==> src/rtl/pc_fetch_if.sv <==
// Fetch request/response handshake between the PC controller and instruction memory.
interface pc_fetch_if #(
    parameter int XLEN = 32
);
    logic            fetch_req;
    logic [XLEN-3:0] fetch_pc;
    logic            fetch_ack;
    logic            fetch_rsp_valid;
    logic            fetch_rsp_keep;

    modport master (
        output fetch_req, fetch_pc, fetch_rsp_keep,
        input  fetch_ack, fetch_rsp_valid
    );

    modport slave (
        input  fetch_req, fetch_pc, fetch_rsp_keep,
        output fetch_ack, fetch_rsp_valid
    );
endinterface

==> src/rtl/pc_fetch_ctrl.sv <==
// Program counter and fetch-request controller: redirects, bounded outstanding
// fetches, vectored trap entry and discard tracking for stale fetch responses.
module pc_fetch_ctrl #(
    parameter int XLEN      = 32,
    parameter int MAX_OUTST = 2,
    parameter int CNT_W     = $clog2(MAX_OUTST + 1)
) (
    input  logic             clk,
    input  logic             rst,
    input  logic             cpu_start,
    input  logic [XLEN-3:0]  cpu_start_adr,
    input  logic             run_en,
    input  logic             trap_take,
    input  logic             trap_is_intr,
    input  logic [4:0]       trap_cause,
    input  logic             cmd_mret_ex,
    input  logic             cmd_sret_ex,
    input  logic             jmp_condition_ex,
    input  logic [XLEN-1:0]  csr_mtvec_ex,
    input  logic [XLEN-3:0]  csr_mepc_ex,
    input  logic [XLEN-3:0]  csr_sepc_ex,
    input  logic [XLEN-3:0]  jmp_adr_ex,
    pc_fetch_if.master       fetch,
    output logic [XLEN-3:0]  pc,
    output logic [CNT_W-1:0] outst_cnt
);
    typedef enum logic {IDLE = 1'b0, RUN = 1'b1} state_t;

    localparam logic [CNT_W-1:0] CNT_MAX = CNT_W'(MAX_OUTST);

    state_t           state, state_next;
    logic [CNT_W-1:0] kill_cnt, outst_next, kill_next;
    logic [XLEN-3:0]  pc_next, trap_target;
    logic             req, accept, rsp_counted, redirect, trap_vectored;

    always_ff @(posedge clk or posedge rst) begin
        if (rst) state <= IDLE;
        else     state <= state_next;
    end

    always_comb begin
        state_next = state;
        case (state)
            IDLE:    if (cpu_start) state_next = RUN;
            default: state_next = RUN;
        endcase
    end

    always_comb begin
        req = 1'b0;
        if (state == RUN) req = run_en && (outst_cnt < CNT_MAX);
    end

    // Vectored mode offsets the base by one word per interrupt cause.
    assign trap_vectored = (csr_mtvec_ex[1:0] == 2'b01) && trap_is_intr;
    assign trap_target   = csr_mtvec_ex[XLEN-1:2]
                         + (trap_vectored ? (XLEN-2)'(trap_cause) : '0);

    assign accept      = req && fetch.fetch_ack;
    assign rsp_counted = fetch.fetch_rsp_valid && (outst_cnt != '0);
    assign redirect    = cpu_start || trap_take || cmd_mret_ex
                      || cmd_sret_ex || jmp_condition_ex;
    assign outst_next  = outst_cnt + CNT_W'(accept) - CNT_W'(rsp_counted);

    always_comb begin
        pc_next = pc;
        if (cpu_start)             pc_next = cpu_start_adr;
        else if (trap_take)        pc_next = trap_target;
        else if (cmd_mret_ex)      pc_next = csr_mepc_ex;
        else if (cmd_sret_ex)      pc_next = csr_sepc_ex;
        else if (jmp_condition_ex) pc_next = jmp_adr_ex;
        else if (accept)           pc_next = pc + 1'b1;
    end

    // Everything still in flight after a redirect, including a fetch accepted
    // in the redirect cycle itself, belongs to the old stream.
    always_comb begin
        kill_next = kill_cnt;
        if (redirect)
            kill_next = outst_next;
        else if (fetch.fetch_rsp_valid && (kill_cnt != '0))
            kill_next = kill_cnt - 1'b1;
    end

    always_ff @(posedge clk or posedge rst) begin
        if (rst) begin
            pc        <= '0;
            outst_cnt <= '0;
            kill_cnt  <= '0;
        end else begin
            pc        <= pc_next;
            outst_cnt <= outst_next;
            kill_cnt  <= kill_next;
        end
    end

    assign fetch.fetch_req      = req;
    assign fetch.fetch_pc       = pc;
    assign fetch.fetch_rsp_keep = fetch.fetch_rsp_valid && (kill_cnt == '0);
endmodule
==> src/flat_wrapper.sv <==
// flat-port wrapper written by rule: the top's interface ports become plain ports
module pc_fetch_ctrl_flat 
#(
    parameter int XLEN      = 32,
    parameter int MAX_OUTST = 2,
    parameter int CNT_W     = $clog2(MAX_OUTST + 1)
)
  (clk, rst, cpu_start, cpu_start_adr, run_en, trap_take, trap_is_intr, trap_cause, cmd_mret_ex, cmd_sret_ex, jmp_condition_ex, csr_mtvec_ex, csr_mepc_ex, csr_sepc_ex, jmp_adr_ex, pc, outst_cnt, fetch_fetch_req, fetch_fetch_pc, fetch_fetch_rsp_keep, fetch_fetch_ack, fetch_fetch_rsp_valid);
  pc_fetch_if #(.XLEN(XLEN)) fetch_i ();
  input  logic clk;
  input  logic rst;
  input  logic cpu_start;
  input  logic [XLEN-3:0] cpu_start_adr;
  input  logic run_en;
  input  logic trap_take;
  input  logic trap_is_intr;
  input  logic [4:0] trap_cause;
  input  logic cmd_mret_ex;
  input  logic cmd_sret_ex;
  input  logic jmp_condition_ex;
  input  logic [XLEN-1:0] csr_mtvec_ex;
  input  logic [XLEN-3:0] csr_mepc_ex;
  input  logic [XLEN-3:0] csr_sepc_ex;
  input  logic [XLEN-3:0] jmp_adr_ex;
  output logic [XLEN-3:0] pc;
  output logic [CNT_W-1:0] outst_cnt;
  output wire logic [$bits(fetch_i.fetch_req)-1:0] fetch_fetch_req;
  output wire logic [$bits(fetch_i.fetch_pc)-1:0] fetch_fetch_pc;
  output wire logic [$bits(fetch_i.fetch_rsp_keep)-1:0] fetch_fetch_rsp_keep;
  input wire logic [$bits(fetch_i.fetch_ack)-1:0] fetch_fetch_ack;
  input wire logic [$bits(fetch_i.fetch_rsp_valid)-1:0] fetch_fetch_rsp_valid;
  assign fetch_fetch_req = fetch_i.fetch_req;
  assign fetch_fetch_pc = fetch_i.fetch_pc;
  assign fetch_fetch_rsp_keep = fetch_i.fetch_rsp_keep;
  assign fetch_i.fetch_ack = fetch_fetch_ack;
  assign fetch_i.fetch_rsp_valid = fetch_fetch_rsp_valid;
  pc_fetch_ctrl #(.XLEN(XLEN), .MAX_OUTST(MAX_OUTST), .CNT_W(CNT_W)) u_core (.clk(clk), .rst(rst), .cpu_start(cpu_start), .cpu_start_adr(cpu_start_adr), .run_en(run_en), .trap_take(trap_take), .trap_is_intr(trap_is_intr), .trap_cause(trap_cause), .cmd_mret_ex(cmd_mret_ex), .cmd_sret_ex(cmd_sret_ex), .jmp_condition_ex(jmp_condition_ex), .csr_mtvec_ex(csr_mtvec_ex), .csr_mepc_ex(csr_mepc_ex), .csr_sepc_ex(csr_sepc_ex), .jmp_adr_ex(jmp_adr_ex), .fetch(fetch_i), .pc(pc), .outst_cnt(outst_cnt));
endmodule
==> config.mk <==
export PLATFORM = sky130hd
export DESIGN_NAME = pc_fetch_ctrl_flat
export DESIGN_NICKNAME = d
export VERILOG_FILES = /design/src/rtl/pc_fetch_if.sv /design/src/rtl/pc_fetch_ctrl.sv /design/src/flat_wrapper.sv
export SDC_FILE = /design/constraint.sdc
export NUM_CORES = 1
export LEC_CHECK = 0
export BUFFER_PORTS_ARGS = -buffer_cell sky130_fd_sc_hd__buf_2
export CAP_MARGIN = 5
export CORE_UTILIZATION = 30
export DETAILED_ROUTE_END_ITERATION = 16
export PLACE_DENSITY = 0.65
export SYNTH_ARGS = -nofsm -noshare
export SYNTH_HDL_FRONTEND = slang
export SYNTH_SLANG_ARGS = --single-unit
export TNS_END_PERCENT = 20
==> constraint.sdc <==
create_clock -name clk -period 6.95 [get_ports clk]
set_input_delay 0.3475 -clock clk [delete_from_list [all_inputs] [get_ports clk]]
set_output_delay 0.3475 -clock clk [all_outputs]
set_load 0.005 [all_outputs]
# Yosys cells after proc, flatten, opt, wreduce, memory -nomap -nowiden
# Index checks and enable logic that the tools add are counted.
[op_classes]
n_addsub = 5
muxes = 12
n_reduce_logical = 15
n_eq_ne = 1
magnitude_cmp = 1
[ops]
columns = ["operator", "count"]
rows = [
  ["30-bit 2-to-1 mux", 6],
  ["30-bit by 1-bit adder with 30-bit output (second input constant)", 1],
  ["30-bit adder", 1],
  ["1-bit logical AND", 6],
  ["2-bit nonzero test", 3],
  ["6-bit nonzero test", 1],
  ["5-bit 2-to-1 mux", 1],
  ["1-bit logical OR", 4],
  ["2-bit 2-to-1 mux", 2],
  ["1-bit 2-to-1 mux", 3],
  ["2-bit by 1-bit adder with 2-bit output", 1],
  ["2-bit by 1-bit == test with 1-bit output (second input constant)", 1],
  ["2-bit logical NOT", 1],
  ["2-bit < comparator (second input constant)", 1],
  ["2-bit by 1-bit subtractor with 2-bit output", 1],
  ["2-bit by 1-bit subtractor with 2-bit output (second input constant)", 1],
]
[word_totals]
in_bits = 168
regBits = 35
out_inout_bits = 64
word_cells = 38

# Logic depth before layout (Yosys ltp)
[logic_depth]
ltp_word = 10
depth_mapped = 10
depth_no_buf = 10

# Worst setup path before layout
# OpenSTA, ideal clock, no wires.
[synth_timing]
path_type = "input to register"
from = "in csr_mtvec_ex[0]"
to = "reg u_core.pc[28], in the netlist u_core.fetch.fetch_pc[28]"
path_buffers = 0
setup_slack_ns = 4.126
cell_stages = 10
setup_ns = 0.126
arrival_time_ns = 2.698
required_ns = 6.824
path_cell_list = "and3b_1 -> and2_1 -> ha_1 -> fa_1 -> a211o_1 -> a21oi_1 -> nor3_1 -> nand4_1 -> xnor2_1 -> a221o_1"
[synth_between]
elab_chain_cells = 6
[synth_lines]
columns = ["element", "line", "rtl"]
rows = [
  ["start, declared", "flat_wrapper.sv:21", "input logic [XLEN-1:0] csr_mtvec_ex;"],
  ["2-bit by 1-bit == test with 1-bit output", "pc_fetch_ctrl.sv:55", "assign trap_vectored = (csr_mtvec_ex[1:0] == 2'b01) && trap_is_intr;"],
  ["1-bit logical AND", "pc_fetch_ctrl.sv:55", ""],
  ["5-bit 2-to-1 mux", "pc_fetch_ctrl.sv:57", "+ (trap_vectored ? (XLEN-2)'(trap_cause) : '0);"],
  ["30-bit adder", "pc_fetch_ctrl.sv:57", ""],
  ["30-bit 2-to-1 mux", "pc_fetch_ctrl.sv:68", "else if (trap_take) pc_next = trap_target;"],
  ["30-bit 2-to-1 mux", "pc_fetch_ctrl.sv:67", "if (cpu_start) pc_next = cpu_start_adr;"],
  ["end signal, assigned", "pc_fetch_ctrl.sv:91", "pc <= pc_next;"],
  ["end, declared", "pc_fetch_ctrl.sv:24", "output logic [XLEN-3:0] pc,"],
]
# Every way passes these cells.
# A chain may end at the register's enable or synchronous reset.

# Worst setup path in the final report
# Same ends and word-level chain as after synthesis.

==> run_results.csv <==
group,metric,value,unit
timing,rsz0062_at_grt,"no",
route,num_vias,5256,
timing,setup_viol,0,
cts,cts_tree,"done",
timing,relSlewSlack,0.388,
cts,clock_sinks,35,
timing,period_share,0.446,
timing,worstMarginPinSlew,0.917,ns
floorplan,core,0.0139,mm²
min_path,min_path_type,"primary input to async pin",
cells_and_area,drive_gt1_frac,0.352,
global_routing,grt_max_degree,39,
cts,clk_latency,0.29,ns
timing,drv_slew,0,
synthesis,synth.largest_area_cell,"dfrtp_1",
synthesis,async_flop_share,1.00,
cells_and_area,fin_nets,920,
cts,h-tree-depth,2,
timing,timing.hold.ws,0.184,ns
synthesis,synth.distinct_cells,67,
synthesis,avgSynthCellArea,7.62,µm²
cells_and_area,final_cells,922,
global_routing,grt_use_total,0.249,
timing,fmax,323,MHz
route,via_per_inst,5.70,
cts,clockBufferDepth,2,
synthesis,yosysTopAreaCellShare,0.204,
route,route.detailed.drc,0,
floorplan,placementRows,43,
worst_setup_path,critical_path_arrival,3.27,ns
global_routing,antenna_found_initial,0,
synthesis,yosys_warnings,0,
synthesis,synth-edff-count,0,
route,ant_nets,0,
worst_setup_path,timing.rr.end,"u_core.fetch.fetch_pc[28]",
global_routing,grt_overflow,0,
status,outcome,"completed",
global_routing,grt_pass1_vias,4899,
cts,postCtsSetupRepairBufs,0,
route,drtIter0Drc,502,
floorplan,dieArea,0.0148,mm²
worst_setup_path,r2r_start,"u_core.fetch.fetch_pc[0]",
worst_setup_path,criticalPathCategory,"primary input to register",
synthesis,syn_nets,742,
cells_and_area,insertedDiodeCount,0,
cells_and_area,num-fill-cells,1509,
synthesis,seq_area_frac_synth,0.204,
cts,clk_pin_slew,0.06,ns
floorplan,start_util,0.308,
floorplan,die_h,122,µm
cells_and_area,final_util,0.390,
cells_and_area,area_growth,26.5,%
synthesis,synthCells,564,
worst_setup_path,r2r_cells,7,
worst_setup_path,worst_setup_path_end_kind,"register",
worst_setup_path,cp.required,7.12,ns
placed_design,hpwl,14500,µm
route,routed_wl,18900,µm
placed_design,place_inst,915,
global_routing,grt_pass1_wl,28000,µm
route,detail_route.first_pass.iterations,5,
worst_setup_path,crit_fanout,10,
power,power_density,157,mW/mm²
placed_design,port_buffers,231,
timing,fin_skew,0.00914,ns
worst_setup_path,rrSetupSlack,4.29,ns
timing,fin_crit,3.10,ns
floorplan,ios,232,
synthesis,synth_seq_cells,35,
synthesis,syn_area,0.00430,mm²
cts,clockRootBuffer,"clkbuf_16",
cts,post_cts_resized,0,
cts,cts_buffers,5,
synthesis,synth_area_leaders,"dfrtp_1 20%, buf_4 5.4%, xnor2_1 5.3%, a21oi_1 4.1%, o21ai_0 4.1%",
timing,hold_violations,0,
worst_setup_path,start_kind,"primary input",
power,vdd_ir_drop_max,0.0718,mV
cts,holdBufCountCts,0,
placed_design,gp_congestion,0.948,
timing,fin_tns_setup,0,ns
job,cap_violations,0,
power,power_leakage,2.41,nW
synthesis,synthFlopType,"dfrtp_1",
floorplan,fp.dieW,122,µm
route,wl_per_cell,20.5,µm
state kept, by name, summed over array words and instances (netlist names):
signal	flops
u_core.state	1
u_core.fetch.fetch_pc	30
u_core.outst_cnt	2
u_core.kill_cnt	2
layout make-up:
class	instances	area [µm²]	area share
repair buffers	237	1200	0.221
inverters	17	63.8	0.0117
multi-input cells	446	2930	0.538
flip-flops and latches	35	876	0.161
clock buffers	6	139	0.0255
well taps	180	225	0.0414
clock inverters	1	5.00	0.000920
worst max-delay path: stages:
cell and delay, ns:
buf_2 0.09, and3b_1 0.20, and2_1 0.16, ha_1 0.21
fa_1 0.42, a211o_1 0.33, a21oi_1 0.70, nor3_1 0.21
nand4_1 0.17, xnor2_1 0.08, a221o_1 0.35
per-layer routing:
layer | GRT usage | share of wire | vias up
met3 | 0.0360 | 0.092 | 43
met2 | 0.380 | 0.43 | 347
met5 | 0 | 0 | -
met4 | 0.0818 | 0.030 | 0
met1 | 0.358 | 0.44 | 2412
li1 | - | - | 2454
cell usage after synthesis, drive strengths merged (8+ instances only):
cell    instances
xnor2          26
nand2          42
nor4           10
xor2           18
nand4          11
ha              9
o21ai          38
a221oi         15
clkbuf         28
o22ai          19
a211oi          8
and4            8
buf            38
o21a           12
nor2           40
dfrtp          35
inv            14
a221o           9
nand3          25
nor3           20
a22oi          10
a21oi          35
cell families (layout without fill, tap and decap cells):
kind of cell,Yosys count,after routing,share of synthesized area
and+or+nand+nor,194,194,0.240
adders and majority gates,10,10,0.0309
muxes,9,9,0.0218
DFF,35,35,0.204
buffers and inverters,83,261,0.115
AOI/OAI and AO/OA,189,189,0.298
xor gates and xnor gates,44,44,0.0897
stage by stage:
stage,area (µm²),power (W),worst slack (ns)
after detailed placement,5290,0.000620,3.53
final,5440,0.000853,3.85
after CTS,5440,0.000851,3.83
after global routing,5440,0.000905,3.68
after global placement,5290,0.000615,3.56
after floorplan,4300,0.000486,4.13
worst max path at each step:
| stage | startpoint | endpoint | cells after the start |
|---|---|---|---|
| 4_1_cts | csr_mtvec_ex[0] | u_core.fetch.fetch_pc[28] | 11 |
| 2_1_floorplan | csr_mtvec_ex[0] | u_core.fetch.fetch_pc[28] | 10 |
| 3_3_place_gp | csr_mtvec_ex[0] | u_core.fetch.fetch_pc[28] | 11 |
| 3_5_place_dp | csr_mtvec_ex[0] | u_core.fetch.fetch_pc[28] | 11 |
| 5_1_grt | csr_mtvec_ex[0] | u_core.fetch.fetch_pc[28] | 11 |
| 6_report | csr_mtvec_ex[0] | u_core.fetch.fetch_pc[28] | 11 |
report_power, final:
part	switching (W)	internal [W]	leakage (nW)	total (W)
clock	0.0000927	0.000140	0.0727	0.000233
combinational	0.000176	0.000157	1.94	0.000332
sequential	0.0000524	0.000235	0.402	0.000288
layout by cell type, fill, tap and decap left out, types with 10 or more instances in the layout:
cell	n
a21oi_1	35
a221oi_1	15
a22oi_1	10
buf_2	231
dfrtp_1	35
inv_1	14
nand2_1	42
nand3_1	25
nor2_1	40
nor3_1	20
o21a_1	12
o21ai_0	35
o22ai_1	19
xnor2_1	26
xor2_1	18
No activity file was read; power rests on OpenSTA's default activity.
